<file path="src/rtl/uart_trx_p.sv">
// uart_trx_p: parametrised UART transmitter + mid-bit sampling receiver.
// Optional parity bit when UART_PARITY_EN is defined (PARITY_ODD selects sense).
// Ports: clk, reset (sync, active-high),
//   tx_valid/tx_data/tx_ready/tx : host word in, serial line out (idle high)
//   rx : async serial in; rx_data/rx_valid/rx_frame_err/rx_parity_err : results
module uart_trx_p #(
  parameter int DATA_W       = 8,
  parameter int CLKS_PER_BIT = 16,
  parameter int STOP_BITS    = 1,
  parameter int PARITY_ODD   = 0
) (
  input  logic              clk,
  input  logic              reset,
  input  logic              tx_valid,
  input  logic [DATA_W-1:0] tx_data,
  output logic              tx_ready,
  output logic              tx,
  input  logic              rx,
  output logic [DATA_W-1:0] rx_data,
  output logic              rx_valid,
  output logic              rx_frame_err,
  output logic              rx_parity_err
);

  localparam int CW = $clog2(CLKS_PER_BIT);
  localparam logic [CW-1:0] LAST = CW'(CLKS_PER_BIT - 1);
  localparam logic [CW-1:0] HALF = CW'(CLKS_PER_BIT / 2 - 1);
  localparam logic [3:0] DLAST = 4'(DATA_W - 1);
  localparam logic [3:0] SLAST = 4'(STOP_BITS - 1);

  typedef enum logic [2:0] {
    S_IDLE, S_START, S_DATA, S_PAR, S_STOP
  } state_e;

  // ---------------- transmitter ----------------
  state_e            txs_q, txs_d;
  logic [CW-1:0]     tcnt_q, tcnt_d;
  logic [3:0]        tidx_q, tidx_d;
  logic [DATA_W-1:0] tsh_q, tsh_d;
  logic              tx_q, tx_d;
  logic              twrap;
`ifdef UART_PARITY_EN
  logic              tpar_q, tpar_d;
`endif

  assign twrap    = (tcnt_q == LAST);
  assign tx_ready = (txs_q == S_IDLE);
  assign tx       = tx_q;

  always_ff @(posedge clk) begin
    if (reset) begin
      txs_q  <= S_IDLE;
      tcnt_q <= '0;
      tidx_q <= '0;
      tsh_q  <= '0;
      tx_q   <= 1'b1;
`ifdef UART_PARITY_EN
      tpar_q <= 1'b0;
`endif
    end else begin
      txs_q  <= txs_d;
      tcnt_q <= tcnt_d;
      tidx_q <= tidx_d;
      tsh_q  <= tsh_d;
      tx_q   <= tx_d;
`ifdef UART_PARITY_EN
      tpar_q <= tpar_d;
`endif
    end
  end

  // tx_q is registered one state ahead so the line changes
  // on the same edge as the state.
  always_comb begin
    txs_d  = txs_q;
    tcnt_d = twrap ? '0 : tcnt_q + 1'b1;
    tidx_d = tidx_q;
    tsh_d  = tsh_q;
    tx_d   = tx_q;
`ifdef UART_PARITY_EN
    tpar_d = tpar_q;
`endif
    unique case (txs_q)
      S_IDLE: begin
        tcnt_d = '0;
        tx_d   = 1'b1;
        if (tx_valid) begin
          tsh_d = tx_data;
`ifdef UART_PARITY_EN
          tpar_d = ^tx_data ^ 1'(PARITY_ODD);
`endif
          tx_d  = 1'b0;
          txs_d = S_START;
        end
      end
      S_START: begin
        if (twrap) begin
          txs_d  = S_DATA;
          tidx_d = '0;
          tx_d   = tsh_q[0];
        end
      end
      S_DATA: begin
        if (twrap) begin
          tsh_d = tsh_q >> 1;
          if (tidx_q == DLAST) begin
            tidx_d = '0;
`ifdef UART_PARITY_EN
            txs_d = S_PAR;
            tx_d  = tpar_q;
`else
            txs_d = S_STOP;
            tx_d  = 1'b1;
`endif
          end else begin
            tidx_d = tidx_q + 1'b1;
            tx_d   = tsh_q[1];
          end
        end
      end
      S_PAR: begin
        if (twrap) begin
          txs_d  = S_STOP;
          tidx_d = '0;
          tx_d   = 1'b1;
        end
      end
      S_STOP: begin
        if (twrap) begin
          if (tidx_q == SLAST) begin
            txs_d = S_IDLE;
          end else begin
            tidx_d = tidx_q + 1'b1;
          end
          tx_d = 1'b1;
        end
      end
      default: txs_d = S_IDLE;
    endcase
  end

  // ---------------- receiver ----------------
  logic [1:0]        sync_q;
  logic              rx_s;
  state_e            rxs_q, rxs_d;
  logic [CW-1:0]     rcnt_q, rcnt_d;
  logic [3:0]        ridx_q, ridx_d;
  logic [DATA_W-1:0] rsh_q, rsh_d;
  logic [DATA_W-1:0] rdata_q, rdata_d;
  logic              armed_q, armed_d;
  logic              rvalid_q, rvalid_d;
  logic              rferr_q, rferr_d;
  logic              rwrap;
  logic              perr;
`ifdef UART_PARITY_EN
  logic              perr_q, perr_d;
  logic              rperr_q, rperr_d;
  assign perr          = perr_q;
  assign rx_parity_err = rperr_q;
`else
  logic              unused_cfg;
  assign unused_cfg    = 1'(PARITY_ODD);
  assign perr          = 1'b0;
  assign rx_parity_err = 1'b0;
`endif

  assign rx_s         = sync_q[1];
  assign rwrap        = (rcnt_q == LAST);
  assign rx_data      = rdata_q;
  assign rx_valid     = rvalid_q;
  assign rx_frame_err = rferr_q;

  always_ff @(posedge clk) begin
    if (reset) begin
      sync_q   <= 2'b11;
      rxs_q    <= S_IDLE;
      rcnt_q   <= '0;
      ridx_q   <= '0;
      rsh_q    <= '0;
      rdata_q  <= '0;
      armed_q  <= 1'b0;
      rvalid_q <= 1'b0;
      rferr_q  <= 1'b0;
`ifdef UART_PARITY_EN
      perr_q   <= 1'b0;
      rperr_q  <= 1'b0;
`endif
    end else begin
      sync_q   <= {sync_q[0], rx};
      rxs_q    <= rxs_d;
      rcnt_q   <= rcnt_d;
      ridx_q   <= ridx_d;
      rsh_q    <= rsh_d;
      rdata_q  <= rdata_d;
      armed_q  <= armed_d;
      rvalid_q <= rvalid_d;
      rferr_q  <= rferr_d;
`ifdef UART_PARITY_EN
      perr_q   <= perr_d;
      rperr_q  <= rperr_d;
`endif
    end
  end

  always_comb begin
    rxs_d    = rxs_q;
    rcnt_d   = rwrap ? '0 : rcnt_q + 1'b1;
    ridx_d   = ridx_q;
    rsh_d    = rsh_q;
    rdata_d  = rdata_q;
    armed_d  = armed_q;
    rvalid_d = 1'b0;
    rferr_d  = 1'b0;
`ifdef UART_PARITY_EN
    perr_d   = perr_q;
    rperr_d  = 1'b0;
`endif
    unique case (rxs_q)
      S_IDLE: begin
        rcnt_d  = '0;
        // a low line only starts a frame once it has been high
        armed_d = armed_q | rx_s;
        if (armed_q && !rx_s) rxs_d = S_START;
      end
      S_START: begin
        if (rcnt_q == HALF) begin
          rcnt_d = '0;
          ridx_d = '0;
          rxs_d  = rx_s ? S_IDLE : S_DATA;
        end
      end
      S_DATA: begin
        if (rwrap) begin
          rsh_d = {rx_s, rsh_q[DATA_W-1:1]};
          if (ridx_q == DLAST) begin
            ridx_d = '0;
`ifdef UART_PARITY_EN
            rxs_d = S_PAR;
`else
            rxs_d = S_STOP;
`endif
          end else begin
            ridx_d = ridx_q + 1'b1;
          end
        end
      end
      S_PAR: begin
`ifdef UART_PARITY_EN
        if (rwrap) begin
          perr_d = rx_s ^ (^rsh_q) ^ 1'(PARITY_ODD);
          rxs_d  = S_STOP;
        end
`else
        rxs_d = S_IDLE;
`endif
      end
      S_STOP: begin
        if (rwrap) begin
          rxs_d   = S_IDLE;
          armed_d = rx_s;
          rferr_d = !rx_s;
`ifdef UART_PARITY_EN
          rperr_d = perr_q;
`endif
          if (rx_s && !perr) begin
            rvalid_d = 1'b1;
            rdata_d  = rsh_q;
          end
        end
      end
      default: rxs_d = S_IDLE;
    endcase
  end

endmodule

</file>
<file path="config.mk">
export PLATFORM = sky130hd
export DESIGN_NAME = uart_trx_p
export DESIGN_NICKNAME = d
export VERILOG_FILES = /design/src/rtl/uart_trx_p.sv
export SDC_FILE = /design/constraint.sdc
export NUM_CORES = 1
export LEC_CHECK = 0
export CAP_MARGIN = 20
export CORE_UTILIZATION = 53
export DETAILED_ROUTE_END_ITERATION = 10
export GPL_TIMING_DRIVEN = 0
export PLACE_DENSITY = 0.78
export SLEW_MARGIN = 20
export SYNTH_ARGS = -nofsm -noshare
export SYNTH_HDL_FRONTEND = slang
export SYNTH_SLANG_ARGS = --single-unit
</file>
<file path="constraint.sdc">
create_clock -name clk -period 2.5 [get_ports clk]
set_input_delay 0.625 -clock clk [delete_from_list [all_inputs] [get_ports clk]]
set_output_delay 0.625 -clock clk [all_outputs]
set_load 0.01 [all_outputs]
</file>
==> metrics, run 1 <==
Slew HR=52.8%; GRT overflow=0; GRT Overall Usage=about a fifth; antenna viol nets, final=0; Via density=approximately 5.5; period utilisation layout=a little over nine tenths; TritonCTS Buffers=5; worst r2r dst=tsh_q[6]$_SDFFE_PP0P_; CTS Sinks=52; type of origin of the critical path=flop; Std-Cell Rows=23; clock latency at the later pin of the worst-skew pair=310 ps; area of the mapped netlist=about 2300 um2; Non-Filler Instances=approximately 350; top cell type's share of synthesized area=approximately 44%; chip width=between 60 and 70 um; Die Area=about 4700 um2; vias in the first global route=about 1600; CP endpoint kind=output pin; Setup TNS=0 ps; Synth Area in Compound Gates=14.1%; HP Class=reg2reg; Synth Warn #=0; Seq/Total Area, Yosys=between 40% and 50%; largest family of logic cells by synthesized area=simple AND/OR/NAND/NOR gates; Worst Max-Slew Pin Slew=between 700 and 800 ps; DR vias=1922; DRT iter0 DRCs=roughly 220; Worst Skew=about 9.4 ps; clock buffer depth=2; # IOs=25; asr flop ratio synth=0%; post-synthesis xor/xnor area fraction=under 10%; pwr dens=between 500 and 600 nW/um2; Top FF cell, synth=dfxtp_1; ant diodes=0; area leader, netlist=dfxtp_1; MaxCap Viol Count=0; height of the die=68.4 um; Placeable Area=just over 4000 um2; largest net degree at the start of global routing=19; CP arrival=1780 ps; routability cong.=0.816; Initial Util=56.9%; number of synthesized flops with an enable pin=0; Post-route DRC=0; leakage=roughly 1 nW; synth-to-layout area growth=16.8%; reg-to-reg setup timing slack=between 300 and 400 ps; Synth Net Count=283; status=finished clean; Final Hold Viols=0; Adder-Cell Fraction of Synth Area=just over 3%; Max IR drop VDD=between 0.3 and 0.4 mV; crit path max fanout=10; reg2reg start=txs_q[1]$_SDFFE_PP0P_; post-synthesis mux area share=about 7.8%; most frequent cell after synthesis=dfxtp_1; R2R depth=6; Final HPWL DP=roughly 3100 um; PostCTS Resize Cnt=1; global-route wire length before repair=between 7000 and 8000 um; fillers=about 360; Synth Register Bits=52; htree depth=2; Routed Wire Length=4590 um; post-layout util=66.4%; initial antenna violation count=0; port bufs=23; mean post-synth cell area=8.80 um2; Simple-Gate Fraction of Synth Area=roughly a quarter; most frequent cells after synthesis=dfxtp_1 (52), nor2_1 (26), nand2_1 (23); WHS=between 400 and 500 ps; Final min period=approximately 2400 ps; synth unique cells=47; Worst EP required=roughly 1900 ps; Root Buffer Master=clkbuf_8; Slew Limit Fails=0; placed cell count=339; post-DR wirelength/cell=13.2 um; FMAX=0.416 GHz; Final setup viols=0; hold buffer count at CTS=0; # nets final=313; CP endpoint=tx_ready; Syn Inst Count=266; CTS clk-pin slew, worst paths=100 ps; TritonRoute pass-1 iters=4; Critical path origin=txs_q[0]$_SDFFE_PP0P_; share of layout cells above drive strength 1=8.08%; TritonCTS clock tree=built; top post-synthesis cells by area=dfxtp_1 (44%), mux2i_1 (7.3%), nor2_1 (4.2%); RSZ-0062 raised after global routing=false; crit path kind=reg2out; post-CTS setup repair buffer count=0
-- worst min path at each step --
stage / cells past startpoint / startpoint / end / slack (ps)
after floorplan: 1 / sync_q[0]$_SDFF_PP1_ / sync_q[1]$_SDFF_PP1_ / 390
after global placement: 1 / sync_q[0]$_SDFF_PP1_ / sync_q[1]$_SDFF_PP1_ / 390
after detailed placement: 1 / sync_q[0]$_SDFF_PP1_ / sync_q[1]$_SDFF_PP1_ / 400
after CTS: 1 / sync_q[0]$_SDFF_PP1_ / sync_q[1]$_SDFF_PP1_ / 410
after global routing: 1 / sync_q[0]$_SDFF_PP1_ / sync_q[1]$_SDFF_PP1_ / 430
final: 1 / sync_q[0]$_SDFF_PP1_ / sync_q[1]$_SDFF_PP1_ / 410
-- stage by stage --
stage          cell area, um2  power [W]  worst slack, ps
2_1_floorplan            2340    0.00104              646
3_3_place_gp             2630    0.00111             91.4
3_5_place_dp             2630    0.00111            -16.2
4_1_cts                  2730    0.00160              132
5_1_grt                  2730    0.00167             19.6
6_report                 2730    0.00159             99.0
-- worst max-delay path, cell delays in order (launching register included) --
cell,delay (ps)
dfxtp_1,310
clkbuf_1,220
nor3_2,340
clkdlybuf4s50_1,600
-- sequential cells by signal, indices dropped and copies added (netlist names) --
signal / cells
tx: 1
armed_q: 1
rx_frame_err: 1
rcnt_q: 4
tsh_q: 8
sync_q: 2
txs_q: 3
tcnt_q: 4
ridx_q: 4
tidx_q: 4
rsh_q: 8
rx_valid: 1
rxs_q: 3
rx_data: 8
-- cell type report --
cell class | instances | area (um2) | share of cell area, %
multi-input cells | 191 | 1200 | 43.9
clock buffers | 5 | 68.8 | 2.52
flip-flops and latches | 52 | 1040 | 38.1
repair buffers | 23 | 230 | 8.42
well taps | 50 | 62.6 | 2.29
plain buffers | 18 | 85.1 | 3.11
clock inverters | 3 | 27.5 | 1.01
inverters | 5 | 18.8 | 0.686
-- placed cells by master (no fill, tap or decap), types with 5 or more instances in the layout --
master and instances:
dfxtp_1 52, nor2_1 26, nand2_1 23, clkdlybuf4s50_1 23, a21oi_1 19, mux2i_1 17, clkbuf_1 13, nand3_1 9
nor3_1 8, a211oi_1 8, o21ai_0 8, nor2b_1 7, inv_1 5, nand4_1 5, nand2b_1 5, nor3b_1 5
ha_1 5, clkbuf_8 5
-- kinds of logic (layout without fill, tap and decap cells) --
family | Yosys count | in the layout
AND/OR/NAND/NOR | 112 | 112
flip-flops | 52 | 52
AO/OA/AOI/OAI | 51 | 51
buffers and inverters | 23 | 54
multiplexers | 18 | 18
adder cells (fa/ha/maj) | 6 | 6
XOR/XNOR | 3 | 3
other | 1 | 1
-- report_power, final --
part           internal (W)  leakage (nW)  switching [W]
Combinational      0.000102         0.519       0.000117
Clock              0.000206        0.0463       0.000290
Sequential         0.000861         0.422      0.0000185
Total               0.00117         0.988       0.000426
-- routing by layer --
| layer | GRT usage (%) | routed length, um | vias to the layer above | part of all wire (%) |
|---|---|---|---|---|
| li1 | - | - | 991 | - |
| met1 | 29.3 | 2300 | 878 | 50 |
| met2 | 31.7 | 2020 | 44 | 44 |
| met3 | 4.67 | 194 | 9 | 4.2 |
| met4 | 8.33 | 74 | 0 | 1.6 |
| met5 | 0 | 0 | - | 0 |
Note: power is estimated with default switching activity, not from simulation.
==> run 2, diff against run 1 <==
--- a/config.mk
+++ b/config.mk
@@ -6,10 +6,12 @@
 export NUM_CORES = 1
 export LEC_CHECK = 0
 export CAP_MARGIN = 20
-export CORE_UTILIZATION = 53
+export CELL_PAD_IN_SITES_DETAIL_PLACEMENT = 1
+export CELL_PAD_IN_SITES_GLOBAL_PLACEMENT = 1
+export CORE_UTILIZATION = 42
 export DETAILED_ROUTE_END_ITERATION = 10
 export GPL_TIMING_DRIVEN = 0
-export PLACE_DENSITY = 0.78
+export PLACE_DENSITY = 0.81
 export SLEW_MARGIN = 20
 export SYNTH_ARGS = -nofsm -noshare
 export SYNTH_HDL_FRONTEND = slang
==> run 2 against run 1 <==
Final area up 1.1%; critical endpoint unchanged; count of clock-buffer cells in the layout stayed put; global-route usage is 1.2 points lower; largest cell class unchanged; flip-flop and latch count unchanged.
==> metrics, run 2 (synthesized netlist as in run 1, its figures left out) <==
CP endpoint kind=output pin; Via density=~5.3; height of the die=76.6 um; Net Sw Power=~0.00044 W; Int Pwr=0.00117 W; Final setup viols=0; DRT iter0 DRCs=87; TritonRoute pass-1 iters=4; Gate power share=between 10% and 20%; GRT overflow=0; share of layout cells above drive strength 1=roughly 8.1%; Routed Wire Length=between 5000 and 6000 um; # nets final=~310; antenna viol nets, final=0; leakage=just under 1 nW; DR vias=about 2000; Worst EP required=~1900 ps; Initial Util=44.7%; Slew HR=55.4%; vias in the first global route=~2000; Std-Cell Rows=26; status=finished clean; CP arrival=between 1500 and 2000 ps; FMAX=around 0.42 GHz; clock buffer depth=2; post-DR wirelength/cell=around 14 um; period utilisation layout=between 90 and 100%; clock power share=31.6%; Root Buffer Master=clkbuf_8; CTS clk-pin slew, worst paths=~100 ps; CTS Sinks=between 50 and 60; Placeable Area=between 5000 and 6000 um2; htree depth=2; Worst Max-Slew Pin Slew=about 670 ps; RSZ-0062 raised after global routing=false; Placement Setup Slack=roughly 18 ps; Worst Skew=between 10 and 15 ps; final setup margin=about 130 ps; commonest cells after routing, fill and taps aside=dfxtp_1 (52), nor2_1 (26), nand2_1 (23), clkdlybuf4s50_1 (23), a21oi_1 (19); MaxCap Viol Count=0; Final min period=around 2400 ps; largest net degree at the start of global routing=19; routability cong.=0.757; port bufs=23; Final HPWL DP=3780 um; TritonCTS clock tree=built; Final Hold Viols=0; pwr dens=a little under 600 nW/um2; Setup TNS=0 ps; # IOs=25; crit path max fanout=10; type of origin of the critical path=flop; Die Area=approximately 5900 um2; Max IR drop VDD=0.280 mV; Seq pwr share=a little over half; TritonCTS Buffers=5; Net Sw Frac=approximately 28%; initial antenna violation count=0; GRT Overall Usage=about 20%; clock latency at the later pin of the worst-skew pair=310 ps; chip width=approximately 77 um; global-route wire length before repair=9520 um; Post-route DRC=0; commonest non-fill, non-tap cell in the layout=dfxtp_1; HP Class=reg2reg; synth-to-layout area growth=18.1%; post-CTS setup repair buffer count=0; ant diodes=0; Power, Total=roughly 0.0016 W; hold buffer count at CTS=0; crit path kind=reg2out; Slew Limit Fails=0
[run 2: cell types whose count changed in the layout (fill, tap and decap cells not counted)]
cell        before  now
clkinvlp_4       1    0
inv_6            0    2
inv_8            1    0
nor3_2           1    0
nor3_4           0    1
[run 2: power groups by stage]
stage	registers, W	clock network [W]	logic, W
2_1_floorplan	0.000894	0	0.000150
3_3_place_gp	0.000897	0	0.000215
3_5_place_dp	0.000898	0	0.000222
4_1_cts	0.000880	0.000525	0.000224
5_1_grt	0.000884	0.000559	0.000250
6_report	0.000880	0.000510	0.000226
[run 2: layer usage]
metal  global-route usage [%]  vias to the layer above  part of all wire, %
li1                         -                      989                    -
met1                     27.5                      932                   52
met2                     31.4                       25                   45
met3                     3.83                        8                  2.5
met4                     6.15                        0                  1.2
met5                        0                        -                    0
[run 2: path summary, 6_finish.rpt]
| check | depth (start not counted) | end | slack [ps] | from |
|---|---|---|---|---|
| setup reg to reg | 6 | tsh_q[4]$_SDFFE_PP0P_ | 330 | txs_q[1]$_SDFFE_PP0P_ |
| hold / removal | 1 | sync_q[1]$_SDFF_PP1_ | 420 | sync_q[0]$_SDFF_PP1_ |
| hold reg to reg | 1 | sync_q[1]$_SDFF_PP1_ | 420 | sync_q[0]$_SDFF_PP1_ |
| setup / recovery | 3 | tx_ready | 130 | txs_q[1]$_SDFFE_PP0P_ |
[run 2: critical path: stages (launching register included)]
cell	delay, ps
dfxtp_1	330
clkbuf_1	230
nor3_4	300
clkdlybuf4s50_1	570
[run 2: per-stage QoR]
step,instance area [um2],hold WS (ps),std cells,utilization [%]
finish,2760,422,367,52.8
global route,2760,433,367,52.8
CTS,2760,427,367,52.7
detailed placement,2660,402,359,50.7
global placement,2660,392,359,50.7
floorplan,2340,389,266,-
[run 2: what timing repair did]
action                                  in CTS  in global routing
pin swaps                                    0                  0
endpoints found under the setup margin       1                  1
resized for setup                            1                  1
[run 2: cell type report]
cell class | count | area, um2
fillers | 660 | 2470
multi-input cells | 191 | 1210
flip-flops and latches | 52 | 1040
repair buffers | 23 | 230
well taps | 70 | 87.6
plain buffers | 18 | 85.1
clock buffers | 5 | 68.8
clock inverters | 3 | 26.3
inverters | 5 | 18.8
==> run 3, diff against run 2 <==
--- a/config.mk
+++ b/config.mk
@@ -7,12 +7,11 @@
 export LEC_CHECK = 0
 export CAP_MARGIN = 20
 export CELL_PAD_IN_SITES_DETAIL_PLACEMENT = 1
-export CELL_PAD_IN_SITES_GLOBAL_PLACEMENT = 1
-export CORE_UTILIZATION = 42
+export CELL_PAD_IN_SITES_GLOBAL_PLACEMENT = 2
+export CORE_UTILIZATION = 34
 export DETAILED_ROUTE_END_ITERATION = 10
 export GPL_TIMING_DRIVEN = 0
 export PLACE_DENSITY = 0.81
-export SLEW_MARGIN = 20
 export SYNTH_ARGS = -nofsm -noshare
 export SYNTH_HDL_FRONTEND = slang
 export SYNTH_SLANG_ARGS = --single-unit
==> run 3 against run 2 <==
Critical path depth stayed put; maximum frequency shrank 0.23%; via count is 0.97% higher; sequential power barely moved; sequential share of layout area fell by 0.30 points; cell count grew 2.5%; die area grew 23%; setup slack got worse by 5.6 ps; clock power up 2%; largest cell class unchanged; largest power group unchanged.
==> metrics, run 3 (synthesized netlist as in run 1, its figures left out) <==
sequence of cells on the critical path=clkbuf_1 > nor3_4 > clkdlybuf4s50_1; HP Class=reg2reg; reg2reg start=txs_q[1]$_SDFFE_PP0P_; clock latency at the later pin of the worst-skew pair=~320 ps; period utilisation layout=95.2%; antenna viol nets, final=0; vias in the first global route=1895; critical path's largest stage delay=580 ps; FMAX=approximately 0.42 GHz; GRT overflow=0; chip width=85.0 um; TritonCTS Buffers=5; routability cong.=roughly 0.75; ant diodes=0; hold buffer count at CTS=0; placed cell count=366; CTS Sinks=52; Routed Wire Length=5380 um; CP arrival=about 1800 ps; WHS Path Cells=1; CP endpoint kind=output pin; crit path max fanout=10; largest net degree at the start of global routing=19; crit path kind=reg2out; fin area=between 2000 and 3000 um2; post-DR wirelength/cell=between 10 and 15 um; Slew HR=between 50% and 60%; Final Hold Viols=0; Root Buffer Master=clkbuf_8; Non-Filler Instances=about 380; status=finished clean; slowest CP cell=clkdlybuf4s50_1; pwr dens=between 500 and 600 nW/um2; Worst Skew=13.5 ps; htree depth=2; port bufs=23; Initial Util=a little over a third; Placeable Area=around 6500 um2; R2R depth=6; height of the die=85.0 um; Final min period=2380 ps; Worst EP required=1880 ps; Final setup viols=0; # nets final=315; DR vias=around 2000; synth-to-layout area growth=19.1%; TritonRoute pass-1 iters=6; DRT iter0 DRCs=58; Critical path origin=txs_q[2]$_SDFFE_PP0P_; worst r2r dst=tsh_q[4]$_SDFFE_PP0P_; Worst Max-Slew Pin Slew=~680 ps; reg-to-reg setup timing slack=roughly 330 ps; commonest non-fill, non-tap cell in the layout=dfxtp_1; clock buffer depth=2; Slew Limit Fails=0; global-route wire length before repair=around 9400 um; initial antenna violation count=0; Die Area=approximately 7200 um2; share of layout cells above drive strength 1=8.70%; Std-Cell Rows=29; Post-DP Area=between 2000 and 3000 um2; CTS clk-pin slew, worst paths=100 ps; Via density=around 5.2; # IOs=25; hold path start=sync_q[0]$_SDFF_PP1_; leakage=around 1 nW; GRT Overall Usage=roughly 16%; MaxCap Viol Count=0; RSZ-0062 raised after global routing=false; TritonCTS clock tree=built; Final HPWL DP=~3800 um; CP endpoint=tx_ready; Max IR drop VDD=approximately 0.24 mV; type of origin of the critical path=flop; Post-route DRC=0; commonest cells after routing, fill and taps aside=dfxtp_1 (52), nor2_1 (26), nand2_1 (23), clkdlybuf4s50_1 (23), a21oi_1 (19)
[run 3: cell count changes in the layout (fill, tap and decap cells not counted), sizes merged]
cell / delta
clkinvlp: +1
clkinv: -1
buf: +2
[run 3: area by class of cell]
class	count	area, um2
fillers	776	3710
multi-input cells	191	1210
flip-flops and latches	52	1040
repair buffers	25	245
well taps	77	96.3
plain buffers	18	85.1
clock buffers	5	68.8
clock inverters	3	25.0
inverters	5	18.8
[run 3: critical path, delay by kind of cell, from the launching register on]
family	cells	cell delay (ps)
buf+inv	2	820
simple gates	1	280
flops	1	340
[run 3: power by group]
part           switching, W  internal [W]  total (W)
logic              0.000125      0.000112   0.000237
clock network      0.000315      0.000205   0.000520
registers         0.0000177      0.000861   0.000878
total              0.000458       0.00118    0.00164
[run 3: worst min path at each step]
stage                            to  slack, ps
2_1_floorplan  sync_q[1]$_SDFF_PP1_        390
3_3_place_gp   sync_q[1]$_SDFF_PP1_        400
3_5_place_dp   sync_q[1]$_SDFF_PP1_        400
4_1_cts        sync_q[1]$_SDFF_PP1_        430
5_1_grt        sync_q[1]$_SDFF_PP1_        440
6_report       sync_q[1]$_SDFF_PP1_        420
[run 3: per-layer routing]
metal	up-vias	part of all wire (%)	routed length (um)	GRT usage, %
li1	995	-	-	-
met1	950	53	2840	23.8
met2	22	44	2370	23.8
met3	6	1.8	98	2.92
met4	0	1.4	76	5.55
met5	-	0	0	0
[run 3: metrics by stage]
step                      total power (W)  setup TNS (ps)  hold WS [ps]  utilization, %  setup WS (ps)
after floorplan                   0.00104               0           389               -            646
after global placement            0.00112            -275           396            41.1          -84.2
after detailed placement          0.00112            -337           400            41.1          -90.9
after CTS                         0.00165               0           429            42.6           41.4
after global routing              0.00171               0           436            42.9           26.5
final                             0.00164               0           424            42.9            121
[run 3: timing repair]
item / 4_1_cts / 5_1_grt
pin swaps: 0 / 1
setup buffers: 0 / 2
gates resized for setup: 1 / 1
hold endpoints to repair: 0 / 0
endpoints found under the setup margin: 1 / 1
